$ cat config.mk
export PLATFORM = sky130hd
export DESIGN_NAME = fetch_unit
export DESIGN_NICKNAME = d
export VERILOG_FILES = /design/src/rtl/fetch_pkg.sv /design/src/rtl/fetch_unit_inst_queue.sv /design/src/rtl/fetch_unit.sv
export SDC_FILE = /design/constraint.sdc
export NUM_CORES = 1
export LEC_CHECK = 0
export ABC_AREA = 1
export CAP_MARGIN = 40
export CORE_ASPECT_RATIO = 1.2
export CORE_MARGIN = 2
export CORE_UTILIZATION = 31
export DETAILED_ROUTE_END_ITERATION = 12
export MAX_ROUTING_LAYER = met4
export PLACE_DENSITY = 0.54
export SETUP_SLACK_MARGIN = 0.3
export SLEW_MARGIN = 20
export SYNTH_ARGS = -nofsm -noshare
export SYNTH_HDL_FRONTEND = slang
export SYNTH_SLANG_ARGS = --single-unit
$ cat constraint.sdc
create_clock -name clock -period 3 [get_ports clock]
set_input_delay 0.3 -clock clock [delete_from_list [all_inputs] [get_ports clock]]
set_output_delay 0.3 -clock clock [all_outputs]
set_load 0.1 [all_outputs]
$ cat src/rtl/fetch_pkg.sv
// Shared types and defaults for the instruction-fetch front end.
package fetch_pkg;

  // Fetch controller states.
  typedef enum logic [1:0] {
    IDLE = 2'd0,  // no request outstanding
    WAIT = 2'd1,  // request outstanding, response will be kept
    DROP = 2'd2   // request outstanding, response will be discarded
  } fetch_state_e;

  localparam int unsigned DEF_WIDTH    = 16;
  localparam int unsigned DEF_PC_STEP  = 4;
  localparam int unsigned DEF_QDEPTH   = 2;
  localparam logic [15:0] DEF_RESET_PC = 16'h0000;

endpackage

$ cat src/rtl/fetch_unit_inst_queue.sv
// Small synchronous FIFO holding fetched {pc, inst} words for decode.
module inst_queue
  import fetch_pkg::*;
#(
  parameter int unsigned DW    = 32,
  parameter int unsigned DEPTH = DEF_QDEPTH,
  localparam int unsigned AW   = $clog2(DEPTH),
  localparam int unsigned CW   = $clog2(DEPTH + 1)
) (
  input  logic          clock,
  input  logic          reset,
  input  logic          push,
  input  logic [DW-1:0] push_data,
  input  logic          pop,
  input  logic          flush,
  output logic [CW-1:0] count,
  output logic [DW-1:0] head
);

  localparam logic [CW-1:0] DEPTH_C = CW'(DEPTH);

  logic [DW-1:0] mem_r [DEPTH];
  logic [AW-1:0] wr_ptr_r;
  logic [AW-1:0] rd_ptr_r;
  logic [CW-1:0] count_r;
  logic          do_push_s;
  logic          do_pop_s;

  // A pop needs a valid head; a push needs room unless a pop frees a slot.
  assign do_pop_s  = pop && (count_r != {CW{1'b0}});
  assign do_push_s = push && ((count_r != DEPTH_C) || do_pop_s);

  // Pointer and occupancy bookkeeping; flush overrides push and pop.
  always_ff @(posedge clock) begin
    if (reset || flush) begin
      wr_ptr_r <= {AW{1'b0}};
      rd_ptr_r <= {AW{1'b0}};
      count_r  <= {CW{1'b0}};
    end else begin
      if (do_push_s) begin
        wr_ptr_r <= wr_ptr_r + AW'(1);
      end else begin
        wr_ptr_r <= wr_ptr_r;
      end
      if (do_pop_s) begin
        rd_ptr_r <= rd_ptr_r + AW'(1);
      end else begin
        rd_ptr_r <= rd_ptr_r;
      end
      case ({do_push_s, do_pop_s})
        2'b10:   count_r <= count_r + CW'(1);
        2'b01:   count_r <= count_r - CW'(1);
        default: count_r <= count_r;
      endcase
    end
  end

  // Entry storage; cleared on reset so the head reads zero out of reset.
  always_ff @(posedge clock) begin
    if (reset) begin
      for (int i = 0; i < DEPTH; i++) begin
        mem_r[i] <= {DW{1'b0}};
      end
    end else if (do_push_s) begin
      mem_r[wr_ptr_r] <= push_data;
    end else begin
      mem_r[wr_ptr_r] <= mem_r[wr_ptr_r];
    end
  end

  assign count = count_r;
  assign head  = mem_r[rd_ptr_r];

endmodule

$ cat src/rtl/fetch_unit.sv
// Instruction-fetch front end: owns the fetch PC, issues req/ack memory
// fetches, queues returned words and handles redirects from downstream.
module fetch_unit
  import fetch_pkg::*;
#(
  parameter int unsigned       WIDTH    = DEF_WIDTH,
  parameter int unsigned       PC_STEP  = DEF_PC_STEP,
  parameter int unsigned       QDEPTH   = DEF_QDEPTH,
  parameter logic [WIDTH-1:0]  RESET_PC = WIDTH'(DEF_RESET_PC)
) (
  input  logic             clock,
  input  logic             reset,
  output logic             imem_req,
  output logic [WIDTH-1:0] imem_addr,
  input  logic             imem_ack,
  input  logic [WIDTH-1:0] imem_rdata,
  output logic             inst_valid,
  output logic [WIDTH-1:0] inst,
  output logic [WIDTH-1:0] inst_pc,
  input  logic             inst_ready,
  input  logic             redirect,
  input  logic [WIDTH-1:0] redirect_pc
);

  localparam int unsigned   CW       = $clog2(QDEPTH + 1);
  localparam logic [CW-1:0] QDEPTH_C = CW'(QDEPTH);

  fetch_state_e       state_r;
  logic [WIDTH-1:0]   fpc_r;
  logic               req_r;
  logic [WIDTH-1:0]   addr_r;

  logic [CW-1:0]      count_s;
  logic [CW-1:0]      count_next_s;
  logic [2*WIDTH-1:0] head_s;
  logic [2*WIDTH-1:0] push_data_s;
  logic               push_s;
  logic               pop_s;
  logic               flush_s;
  logic [WIDTH-1:0]   fpc_inc_s;

  // Only a clean ack in WAIT delivers data; a redirect in the same cycle discards it.
  assign push_s       = (state_r == WAIT) && imem_ack && !redirect;
  assign pop_s        = inst_valid && inst_ready;
  assign flush_s      = redirect;
  assign push_data_s  = {fpc_r, imem_rdata};
  assign fpc_inc_s    = fpc_r + WIDTH'(PC_STEP);
  assign count_next_s = count_s + {{(CW-1){1'b0}}, push_s} - {{(CW-1){1'b0}}, pop_s};

  inst_queue #(
    .DW    (2 * WIDTH),
    .DEPTH (QDEPTH)
  ) u_queue (
    .clock     (clock),
    .reset     (reset),
    .push      (push_s),
    .push_data (push_data_s),
    .pop       (pop_s),
    .flush     (flush_s),
    .count     (count_s),
    .head      (head_s)
  );

  // Fetch controller: state, fetch PC and the registered memory request.
  // addr_r follows fpc except in DROP, where the stale address is held.
  always_ff @(posedge clock) begin
    if (reset) begin
      state_r <= IDLE;
      fpc_r   <= RESET_PC;
      req_r   <= 1'b0;
      addr_r  <= RESET_PC;
    end else begin
      case (state_r)
        IDLE: begin
          if (redirect) begin
            fpc_r  <= redirect_pc;
            addr_r <= redirect_pc;
          end else if (count_s < QDEPTH_C) begin
            state_r <= WAIT;
            req_r   <= 1'b1;
            addr_r  <= fpc_r;
          end else begin
            state_r <= IDLE;
          end
        end
        WAIT: begin
          if (redirect && !imem_ack) begin
            fpc_r   <= redirect_pc;
            state_r <= DROP;
          end else if (redirect && imem_ack) begin
            fpc_r   <= redirect_pc;
            addr_r  <= redirect_pc;
            state_r <= IDLE;
            req_r   <= 1'b0;
          end else if (imem_ack) begin
            fpc_r  <= fpc_inc_s;
            addr_r <= fpc_inc_s;
            if (count_next_s < QDEPTH_C) begin
              state_r <= WAIT;
            end else begin
              state_r <= IDLE;
              req_r   <= 1'b0;
            end
          end else begin
            state_r <= WAIT;
          end
        end
        DROP: begin
          if (imem_ack) begin
            state_r <= IDLE;
            req_r   <= 1'b0;
            if (redirect) begin
              fpc_r  <= redirect_pc;
              addr_r <= redirect_pc;
            end else begin
              addr_r <= fpc_r;
            end
          end else if (redirect) begin
            fpc_r <= redirect_pc;
          end else begin
            state_r <= DROP;
          end
        end
        default: begin
          state_r <= IDLE;
          req_r   <= 1'b0;
          addr_r  <= fpc_r;
        end
      endcase
    end
  end

  assign imem_req   = req_r;
  assign imem_addr  = addr_r;
  assign inst_valid = (count_s != {CW{1'b0}});
  assign inst_pc    = head_s[2*WIDTH-1:WIDTH];
  assign inst       = head_s[WIDTH-1:0];

endmodule

==> results.toml, run 1 <==
[run_status]
status = "finished, final reports clean"

[floorplanning]
dieWidth_um = 125
coreArea_um2 = 17400
dieArea_um2 = 18700
rows = 53
num_io_pins = 87
initial_core_util_pct = 31.4
die_h_um = 149

[clocking]
ctsResizeCount = 0
root_buffer = "clkbuf_16"
cts_setup_buffers = 0
htree_levels = 3
cts_buffer_depth = 2
path_clk_slew_ps = 80
clkSinkCount = 104
cts_tree = "yes"
numCtsBuffers = 9
clk_latency_ps = 350
holdBufCountCts = 0

[pwr]
power.density_nw_per_um2 = 537
power.total_uw = 3790
vdd_drop_max_v = 0.000277
p_leak_uw = 0.00291

[routing]
wl_met2_um = 6750
wl_met3_um = 786
drt_iter0_markers = 456
ant_nets = 0
finalWirelength_um = 14000
top_layer_used = "met4"
via_per_inst = 4.89
first_pass_iters = 6
wl_per_cell_um = 14.8
m1WireLength_um = 6230
drcViolationCount = 0
via_count = 4611

[layout]
area_growth_pct = 29.2
drive_gt1_share_pct = 17.4
fillers = 1714
multiInputGateArea_um2 = 2290
register_area_um2 = 2720
fin_nets = 758
antennaDiodeCount = 0

[synthesis]
ys_seq_area_share_pct = 49.9
yosys-top-cells-area = "edfxtp_1 35%, dfxtp_1 15%, nor2_1 8.4%, nand2_1 7.1%, mux2_2 5.8%"
yosysUniqueCellTypes = 39
yosysTopAreaCellShare_pct = 35.2
postSynthCellCount = 643
synth_warnings = 0
synth_top_cell_by_area = "edfxtp_1"
synth_area_um2 = 5460
syn-num-nets = 683
ys_ff_latch = 104
syn_area_per_cell_um2 = 8.49

[sta]
setup_viol = 0
drv_slew = 0
fin_skew_ps = 11.5
rsz0062_at_grt = "no"
tightest_slew_ps = 523
setup-tns-final_ps = 0
relSlewSlack_pct = 65.1
final.period_utilization_pct = 71.4
max_freq_ghz = 0.467
period_minus_slack_ps = 2140
final-hold-violation-count = 0

[global_routing]
grt_pass1_vias = 4495
grt_pass1_wl_um = 22300
grt_max_degree = 34
overflow = 0
grt.total_usage_pct = 15.4
grt_antenna_before_repair = 0

[worst_setup_path]
worstPathArrival_ps = 2430
worstPathRequired_ps = 3280
cp-startpoint = "state_r[0]"
crit_type = "flip-flop to flip-flop"
worstReg2RegStart = "state_r[0]"
setup.worst_path.start_class = "flip-flop"
endpoint_kind = "flip-flop"
critPathMaxFanout = 28

[hold_path]
hold_path.startpoint = "u_queue.rd_ptr_r"
hold_path.class = "flip-flop to flip-flop"

[placed_design]
gp_congestion = 0.902
port_buffers = 86
dp_hpwl_um = 9520

[job]
drv_cap = 0
[per-layer routing]
layer	global-route usage, %	up-vias
met1	19.0	2152
met4	5.33	0
met5	-	-
li1	-	2283
met3	2.69	17
met2	25.7	159
[cells by family after synthesis]
| group | synth area share (%) |
|---|---|
| buffers and inverters | 8.23 |
| muxes | 6.60 |
| and+or+nand+nor | 22.1 |
| DFF | 49.9 |
| AOI/OAI and AO/OA | 11.7 |
| xor gates and xnor gates | 0.802 |
| adders and majority gates | 0.688 |
[critical path, cell delays in order, from the launching register on]
cell	delay (ps)
dfxtp_1	650
inv_4	260
nor2_4	320
a31oi_4	280
inv_2	300
o21ai_0	110
a21oi_1	130
[synthesized netlist by cell type (all sizes together)]
library cell  count
inv              67
or2               2
a31oi             5
nand3            30
a21oi            59
xor2              4
o21a              1
ha                3
xnor2             1
nand4             6
o21ai            44
clkinv            1
nand2           106
clkbuf           12
buf              20
o31ai             1
dfxtp            40
nor2            127
o211ai            7
mux2             32
edfxtp           64
nor3             11
[worst paths after layout]
kind | end | slack, ps | depth (start not counted)
hold / removal | u_queue.rd_ptr_r | 450 | 1
setup reg to reg | fpc_r[0] | 860 | 6
setup / recovery | fpc_r[0] | 860 | 6
hold reg to reg | u_queue.rd_ptr_r | 450 | 1
[stage by stage]
stage	utilization (%)	setup slack [ps]	instances	area (um2)	hold WS [ps]
after floorplan	-	767	643	5460	425
after global placement	38.9	768	927	6760	440
after detailed placement	38.9	757	927	6760	442
after CTS	40.6	908	943	7050	455
after global routing	40.6	686	943	7050	487
final	40.6	858	943	7050	453
[state kept, by name, summed over array words and instances (netlist names), named ones only]
name              cells
fpc_r                16
imem_addr            16
imem_req              1
state_r               2
u_queue.count         2
u_queue.mem_r        64
u_queue.rd_ptr_r      1
u_queue.wr_ptr_r      1
[placed cells by master, fill, tap and decap left out, types with 2 or more instances in the layout]
master	count
inv_2	4
o211ai_1	7
inv_6	3
dfxtp_1	40
nand4_1	6
a21oi_1	58
inv_1	61
clkbuf_16	9
buf_4	28
nor2_4	3
nor2_1	122
edfxtp_1	64
mux2_2	28
nor3_2	4
ha_1	3
buf_12	32
o21ai_0	44
inv_8	3
mux2_1	4
nor3_1	7
clkdlybuf4s50_1	36
a31oi_1	4
xor2_1	4
nand2_4	2
nand2_1	103
nand3_1	30
[final cells by class]
cell class	count	share of cell area, %
clock inverter	7	0.958
timing repair buffer	96	17.2
multi-input combinational	439	32.4
sequential	104	38.6
tap	220	3.90
inverter	68	3.73
clock buffer	9	3.19
[where the power goes]
group,total (uW),leakage [uW],internal [uW],switching [uW]
Combinational,955,0.00177,284,671
Sequential,1660,0.000994,1600,61.4
Clock,1170,0.000142,589,582
Note: power is estimated with default switching activity, not from simulation.
==> run 2, diff against run 1 <==
PLACE_DENSITY = 0.56   (was 0.54)
clock period = 1.8 ns   (was 3 ns; I/O delays follow)
==> run 2 against run 1 <==
Compared with the run above: register-to-register slack got worse by 740 ps; setup slack got worse by 760 ps; clock-buffer cell count is 1 higher; highest routed layer unchanged; largest cell class is now multi-input gates; final cell count up 8.5%; die area stayed put; core utilization up 11 points.
==> results.toml, run 2 (synthesis results as in run 1) <==
[run_status]
status = "finished, final reports clean"

[clocking]
cts_buffer_depth = 2
holdBufCountCts = 0
root_buffer = "clkbuf_16"
clkSinkCount = 104
numCtsBuffers = 9
htree_levels = 3
path_clk_slew_ps = 70
clk_latency_ps = 350
cts_tree = "yes"

[placed_design]
dp_slack_ps = -130
dp_hpwl_um = 10200
port_buffers = 86
gp_congestion = 0.849

[worst_setup_path]
critPathMaxFanout = 8
worstPathArrival_ps = 1520
critPathSlowestCell = "dfxtp_4"
crit_type = "flip-flop to primary output"
cp_cell_sequence = "clkbuf_16 > mux2_2 > buf_12"
path_buf_inv = 2
path_delay_family = "flip-flops"
worstPathRequired_ps = 1620
setup.worst_path.start_class = "flip-flop"
endpoint_kind = "primary output"
critPathMaxStageDelay_ps = 440

[routing]
wl_per_cell_um = 17.4
drcViolationCount = 0
drt_iter0_markers = 360
ant_nets = 0
via_per_inst = 4.98
finalWirelength_um = 17800
via_count = 5092
first_pass_iters = 5

[layout]
area_growth_pct = 64.4
fin_nets = 838
mostFrequentLayoutCells = "97 x nand2_1, 80 x nor2_1, 64 x edfxtp_1, 55 x buf_4, 54 x inv_1"
mostFrequentLayoutCell = "nand2_1"
fillers = 1513
multiInputGateArea_um2 = 3060
antennaDiodeCount = 0
register_area_um2 = 2740
top_register = "u_queue.mem_r"
drive_gt1_share_pct = 39.9
largest_reg_flops = 64
fin_util_pct = 51.7

[sta]
holdWs_ps = 457
setup-tns-final_ps = 0
period_minus_slack_ps = 1700
drv_slew = 0
final.period_utilization_pct = 94.4
tightest_slew_ps = 481
setup_slack_ps = 101
rsz0062_at_grt = "yes"
relSlewSlack_pct = 67.9
max_freq_ghz = 0.589
fin_skew_ps = 9.21
final-hold-violation-count = 0
setup_viol = 0

[floorplanning]
num_io_pins = 87
die_h_um = 149
initial_core_util_pct = 31.4
dieArea_um2 = 18700
coreArea_um2 = 17400
dieWidth_um = 125
rows = 53

[pwr]
comb_power_share_pct = 31.5
power_frac_clock_pct = 27.7
p_leak_uw = 0.00365
swShare_pct = 35.2
p_sw_uw = 2390
internal_power_uw = 4400
p_seq_share_pct = 40.8
power.density_nw_per_um2 = 756
vdd_drop_max_v = 0.000421

[global_routing]
grt.total_usage_pct = 18.3
grt_max_degree = 34
grt_pass1_vias = 5061
overflow = 0
grt_pass1_wl_um = 26200
grt_antenna_before_repair = 0

[hold_path]
hold_path.class = "flip-flop to flip-flop"

[job]
drv_cap = 0
[run 2: path summary, 6_finish.rpt]
check	startpoint	to	slack (ps)	cells after the start
max	flip-flop	inst[2]	100	3
min	u_queue.rd_ptr_r	flip-flop	460	1
max reg2reg	state_r[1]	u_queue.mem_r[1][30]	120	11
min reg2reg	u_queue.rd_ptr_r	flip-flop	460	1
[run 2: layout make-up]
type                       count  share of cell area (%)
multi-input combinational    443                    34.1
sequential                   104                    30.6
timing repair buffer         172                    25.9
inverter                      68                    3.36
tap                          220                    3.07
clock buffer                  10                    2.55
clock inverter                 6                   0.502
[run 2: metal layers]
metal | vias to the layer above | share of wire [%] | track usage [%]
li1 | 2468 | - | -
met1 | 2425 | 41 | 22.0
met2 | 158 | 52 | 31.4
met3 | 41 | 3.9 | 1.83
met4 | 0 | 2.5 | 7.94
met5 | - | 0 | -
[run 2: power groups by stage]
stage	clock, uW	combinational, uW	sequential [uW]
global route	2000	2240	2790
global placement	0	1670	2810
CTS	1920	1890	2750
detailed placement	0	1690	2820
finish	1880	2140	2770
floorplan	0	825	3120
[run 2: what timing repair did]
| item | in CTS | in global routing |
|---|---|---|
| buffers inserted | 30 | 8 |
| pin swaps | 10 | 22 |
| gates cloned | 9 | 8 |
| resized for setup | 68 | 177 |
| endpoints found under the setup margin | 149 | 188 |
[run 2: metrics by stage]
step	power, uW	area [um2]	instances
CTS	6560	8120	1007
global placement	4480	7150	952
global route	7030	8980	1023
detailed placement	4500	7150	952
floorplan	3940	5560	643
finish	6790	8980	1023
[run 2: worst reg2reg max path, cell delays in order, from the launching register on]
cell and delay, ps:
dfxtp_2 330, inv_2 60, nand3_4 70, nor2_4 150
o31ai_4 100, buf_6 130, nor2_4 80, inv_2 60
nand2_4 90, buf_12 120, buf_12 100, buf_12 120
==> run 3, diff against run 2 <==
HOLD_SLACK_MARGIN = 0.02   (was not set)
==> results of run 3 <==
The final DEF is identical to that of run 2; final timing and power are the same.
